### src/rtl/cache_arbiter_pkg.sv
// Shared types and access-type encodings for the two-port cache arbiter.
package cache_arbiter_pkg;

   typedef enum logic [1:0] {
      StIdle,
      StIssue,
      StResp
   } arb_state_t;

   localparam logic [1:0] RW_IDLE  = 2'b00;
   localparam logic [1:0] RW_READ  = 2'b01;
   localparam logic [1:0] RW_WRITE = 2'b10;

   // 2'b11 is reserved and, like RW_IDLE, never wins arbitration.
   function automatic logic rw_eligible(input logic [1:0] rw);
      return (rw == RW_READ) || (rw == RW_WRITE);
   endfunction

endpackage

### src/rtl/cache_arbiter_rr_pick2.sv
// Two-way round-robin pick: prio selects the winner only when both are eligible.
module rr_pick2 (
   input  logic [1:0] eligible_i,
   input  logic       prio_i,
   output logic [1:0] winner_o
);

   always_comb begin
      winner_o = eligible_i;
      if (eligible_i == 2'b11) begin
         winner_o = prio_i ? 2'b10 : 2'b01;
      end
   end

endmodule

### src/rtl/cache_arbiter.sv
// Two-requester cache arbiter: IDLE -> ISSUE -> RESP. Define CACHE_ARB_TIMEOUT_EN to bound
// the cache-grant wait to TIMEOUT_CYCLES and report expiry on err_o.
module cache_arbiter
   import cache_arbiter_pkg::*;
#(
   parameter int unsigned TIMEOUT_CYCLES = 16
) (
   input  logic        clk,
   input  logic        rst,
   input  logic [1:0]  req_i,
   input  logic [1:0]  rw0_i,
   input  logic [1:0]  rw1_i,
   input  logic [11:0] addr0_i,
   input  logic [11:0] addr1_i,
   input  logic [7:0]  wdata0_i,
   input  logic [7:0]  wdata1_i,
   output logic [1:0]  done_o,
   output logic [1:0]  grant_o,
   output logic [7:0]  rdata_o,
   output logic        hit_o,
   output logic [1:0]  err_o,
   output logic        cache_valid_o,
   output logic [1:0]  cache_rw_o,
   output logic [11:0] cache_addr_o,
   output logic [7:0]  cache_wdata_o,
   input  logic [7:0]  cache_rdata_i,
   input  logic        cache_hit_i,
   input  logic        cache_gnt_i
);

   arb_state_t  state_q;
   logic        prio_q;
   logic [1:0]  done_q;
   logic [1:0]  grant_q;
   logic [7:0]  rdata_q;
   logic        hit_q;
   logic        cache_valid_q;
   logic [1:0]  cache_rw_q;
   logic [11:0] cache_addr_q;
   logic [7:0]  cache_wdata_q;

   logic [1:0]  eligible;
   logic [1:0]  winner;

   assign eligible[0] = req_i[0] & rw_eligible(rw0_i);
   assign eligible[1] = req_i[1] & rw_eligible(rw1_i);

   rr_pick2 u_pick (
      .eligible_i (eligible),
      .prio_i     (prio_q),
      .winner_o   (winner)
   );

`ifdef CACHE_ARB_TIMEOUT_EN
   localparam int unsigned TmoW = $clog2(TIMEOUT_CYCLES + 1);
   localparam logic [TmoW-1:0] TmoMax = TmoW'(TIMEOUT_CYCLES);
   logic [TmoW-1:0] tmo_cnt_q;
   logic [1:0]      err_q;
   assign err_o = err_q;
`else
   logic unused_tmo_cfg;
   assign unused_tmo_cfg = ^TIMEOUT_CYCLES;
   assign err_o = 2'b00;
`endif

   always_ff @(posedge clk) begin
      if (rst) begin
         state_q       <= StIdle;
         prio_q        <= 1'b0;
         done_q        <= '0;
         grant_q       <= '0;
         rdata_q       <= '0;
         hit_q         <= 1'b0;
         cache_valid_q <= 1'b0;
         cache_rw_q    <= RW_IDLE;
         cache_addr_q  <= '0;
         cache_wdata_q <= '0;
`ifdef CACHE_ARB_TIMEOUT_EN
         tmo_cnt_q     <= '0;
         err_q         <= '0;
`endif
      end else begin
         unique case (state_q)
            StIdle: begin
               if (|eligible) begin
                  state_q       <= StIssue;
                  grant_q       <= winner;
                  cache_valid_q <= 1'b1;
                  cache_rw_q    <= winner[1] ? rw1_i    : rw0_i;
                  cache_addr_q  <= winner[1] ? addr1_i  : addr0_i;
                  cache_wdata_q <= winner[1] ? wdata1_i : wdata0_i;
`ifdef CACHE_ARB_TIMEOUT_EN
                  tmo_cnt_q     <= '0;
`endif
               end
            end
            StIssue: begin
               if (cache_gnt_i) begin
                  state_q       <= StResp;
                  cache_valid_q <= 1'b0;
                  done_q        <= grant_q;
                  prio_q        <= grant_q[0];
                  // Writes return no data; don't pass through whatever the cache drives.
                  rdata_q       <= (cache_rw_q == RW_WRITE) ? 8'h00 : cache_rdata_i;
                  hit_q         <= (cache_rw_q == RW_WRITE) ? 1'b0  : cache_hit_i;
               end
`ifdef CACHE_ARB_TIMEOUT_EN
               else if (tmo_cnt_q == TmoMax) begin
                  state_q       <= StResp;
                  cache_valid_q <= 1'b0;
                  done_q        <= grant_q;
                  err_q         <= grant_q;
                  prio_q        <= grant_q[0];
                  rdata_q       <= '0;
                  hit_q         <= 1'b0;
               end else begin
                  tmo_cnt_q     <= tmo_cnt_q + 1'b1;
               end
`endif
            end
            StResp: begin
               state_q       <= StIdle;
               done_q        <= '0;
               grant_q       <= '0;
               rdata_q       <= '0;
               hit_q         <= 1'b0;
               cache_rw_q    <= RW_IDLE;
               cache_addr_q  <= '0;
               cache_wdata_q <= '0;
`ifdef CACHE_ARB_TIMEOUT_EN
               err_q         <= '0;
`endif
            end
            default: state_q <= StIdle;
         endcase
      end
   end

   assign done_o        = done_q;
   assign grant_o       = grant_q;
   assign rdata_o       = rdata_q;
   assign hit_o         = hit_q;
   assign cache_valid_o = cache_valid_q;
   assign cache_rw_o    = cache_rw_q;
   assign cache_addr_o  = cache_addr_q;
   assign cache_wdata_o = cache_wdata_q;

endmodule

### config.mk
export PLATFORM = sky130hd
export DESIGN_NAME = cache_arbiter
export DESIGN_NICKNAME = d
export VERILOG_FILES = /design/src/rtl/cache_arbiter_pkg.sv /design/src/rtl/cache_arbiter_rr_pick2.sv /design/src/rtl/cache_arbiter.sv
export SDC_FILE = /design/constraint.sdc
export NUM_CORES = 1
export LEC_CHECK = 0
export CORE_ASPECT_RATIO = 0.75
export CORE_MARGIN = 2
export CORE_UTILIZATION = 39
export DETAILED_ROUTE_END_ITERATION = 6
export PLACE_DENSITY = 0.8
export SLEW_MARGIN = 10
export SYNTH_ARGS = -nofsm -noshare
export SYNTH_HDL_FRONTEND = slang
export SYNTH_SLANG_ARGS = --single-unit
### constraint.sdc
create_clock -name clk -period 1.9 [get_ports clk]
set_input_delay 0.38 -clock clk [delete_from_list [all_inputs] [get_ports clk]]
set_output_delay 0.38 -clock clk [all_outputs]
set_load 0.005 [all_outputs]
==> results by group <==
Worst setup path
  – Crit. End Element: flip-flop
  – Cell family contributing the most delay on the critical path: buffers and inverters
  – Worst-path fanout max: 6
  – Critical Path RT: 2.08 ns
  – Setup crit start kind: input port
  – Crit path kind: input port to flip-flop
  – Buf+Inv Stages, Crit Path: 2
  – Critical path arrival: 1.91 ns
  – CP max stage delay: 0.54 ns
  – Slowest-stage cell, CP: clkdlybuf4s50_1
  – Crit-path cells: clkdlybuf4s50_1 > xnor2_1 > o311ai_4 > buf_4 > mux2i_1 > o2bb2ai_2

Place
  – Port Buf Inserts: 93
  – DP HPWL: 3.61 mm
  – Inst Count DP: 312
  – Gp weighted congestion: 0.793

CTS
  – Root Driver: clkbuf_8
  – H-tree depth: 2
  – Clk_lat worst skew: around 0.28 ns
  – Clk buf depth: 2
  – Register clock-pin slew on the reported worst setup and hold paths: 0.08 ns
  – Num CTS Buffers: 5
  – Clk sinks: 39
  – Setup bufs post-CTS: 0
  – CTS resizes: 0
  – Hold buffers post-CTS: 0
  – CTS tree: yes

STA
  – Fmax: between 0.5 and 0.6 GHz
  – Total negative slack: 0 ns
  – Hold Worst Slack: roughly 0.47 ns
  – Crit path time final: 1.73 ns
  – RSZ-0062 raised after global routing: false
  – Setup Skew: 0.00758 ns
  – Final Cycle Share: 91.0%
  – Final hold vios: 0
  – Final setup fails: 0
  – Max Slew Vio Count: 0

Yosys
  – Post-synth top flop: dfxtp_1
  – Commonest cells post-synth: dfxtp_1 (39), mux2i_1 (21), o2bb2ai_2 (18)
  – Yosys cell types: 34
  – Post-synth top area share: 43.5%
  – Largest cells by area after synthesis: dfxtp_1 (44%), o2bb2ai_2 (15%), mux2i_1 (12%), a22oi_1 (4.6%), nor2_1 (2.7%)
  – FF+latch count, synth: 39
  – Asr flop ratio synth: 0%
  – Area leader, netlist: dfxtp_1
  – Top-count cell post-synth: dfxtp_1
  – Warnings from Yosys: 0
  – Post-Synthesis Cells: around 160
  – Post-synthesis cell area: approximately 1800 um2
  – EDFF count, synth: 0
  – Avg Cell Area, Syn: roughly 11 um2
  – Sequential element share of the synthesized area: between 40% and 50%

Finish
  – Filler cell count: about 380
  – Footprint of the multi-input gates: about 900 um2
  – Finished Layout Cells: 319
  – Finished Core Util: about 66%
  – Share of cells above drive strength 1: 16.4%
  – Post-layout nets: 320
  – Diodes inserted: 0
  – P&R area growth vs syn: 64.3%
  – Reg area: just under 800 um2

Detailed routing
  – DRC violations left: 0
  – Remaining antenna violation count: 0
  – Vias/cell: approximately 5
  – DR vias: 1596
  – Drt wl/cell: around 15 um
  – First-pass DRT Iterations: 4
  – WL final: 4.67 mm
  – Drt initial violations: 56

GRT
  – GRT Total Usage: 19.3%
  – Pin count of the biggest net entering global routing: 22
  – Global-route wire length before repair: 7.65 mm
  – Vias in the first global route: 1591
  – Global route overflow: 0
  – Antenna violations before repair: 0

Die
  – Standard-cell rows: 21
  – Die Y-Extent: 62.7 um
  – Core Box Area: 4440 um2
  – Die area: 5160 um2
  – Io pins: 96
  – Initial Util: 40.4%
  – Chip width: a little over 80 um

Pwr
  – Switching share of power: 26.1%
  – Total power: 2.07 mW
  – Worst VDD drop: around 0.55 mV
  – PwrDens: 702 nW/um2
  – Leak: 1.19 nW
  – Switching pwr: 0.539 mW
  – Comb pwr share: 27.7%
  – Reg power frac: between 40% and 50%
  – Power Internal: 1.53 mW
  – Clock network power share: 26.7%

Hold path
  – Hold Crit Class: flip-flop to flip-flop

Outcome
  – Status: finished, final reports clean

Flow run
  – Max Cap Viol: 0
## stage by stage
step / worst slack, ns / instance area, um2
final: 0.171 / 2950
after detailed placement: -0.120 / 2860
after CTS: 0.173 / 2950
after global placement: -0.0955 / 2860
after floorplan: 0.426 / 1800
after global routing: 0.0662 / 2950
## cell families after synthesis
logic type,count (synthesis),synth area share [%]
other,1,0.209
buffers and inverters,18,5.58
XOR/XNOR,3,1.46
AND/OR/NAND/NOR,30,8.51
AO/OA/AOI/OAI,49,29.0
flip-flops,39,43.5
multiplexers,21,11.7
## metal layers
metal  vias up  GRT usage (%)  part of all wire [%]
li1        797              -                     -
met1       732           26.8                    47
met2        60           27.7                    43
met3         7           6.36                   8.0
met4         0           6.67                   1.4
met5         -              0                     0
## flip-flops by register name (all words and copies together), names as in the netlist
register and cells:
cache_addr_o 12, cache_rw_o 2, cache_valid_o 1, cache_wdata_o 8
done_o 2, grant_o 2, hit_o 1, prio_q 1
rdata_o 8, state_q 2
## power by group through the flow
stage	clock (mW)	combinational, mW	sequential (mW)
after floorplan	0	0.248	0.956
after global placement	0	0.569	0.961
after detailed placement	0	0.577	0.961
after CTS	0.565	0.579	0.945
after global routing	0.621	0.619	0.954
final	0.552	0.573	0.945
## placed cells by master (no fill, tap or decap), types with 3 or more instances in the layout
cell,count
a21oi_1,6
a22oi_1,11
buf_12,3
buf_4,10
clkbuf_8,6
clkdlybuf4s50_1,93
dfxtp_1,39
inv_1,5
mux2i_1,21
nand2b_1,3
nor2_1,13
o2bb2ai_1,4
o2bb2ai_2,19
## final timing paths
path,from,end,slack (ns),cells after the start
setup / recovery,rw0_i[1],cache_addr_o[9]$_SDFFE_PP0P_,0.17,6
hold / removal,cache_wdata_o[1]$_SDFFE_PP0P_,cache_wdata_o[1]$_SDFFE_PP0P_,0.47,1
setup reg to reg,state_q[0]$_SDFFE_PP0P_,rdata_o[1]$_SDFFE_PP0P_,0.38,4
hold reg to reg,cache_wdata_o[1]$_SDFFE_PP0P_,cache_wdata_o[1]$_SDFFE_PP0P_,0.47,1
## layout make-up
cell class / instances / area share (%)
clock inverter: 1 / 0.170
tap: 57 / 2.42
clock buffer: 6 / 2.80
sequential: 39 / 26.5
inverter: 5 / 0.637
timing repair buffer: 106 / 36.2
multi-input combinational: 105 / 31.3
## worst reg2reg max path, stage by stage, from the launching register on
cell and delay [ns]:
dfxtp_1 0.55, nand3b_1 0.24, a21oi_2 0.39, a22oi_1 0.18, nor2_1 0.11
Power figures use the tool's default switching activity.
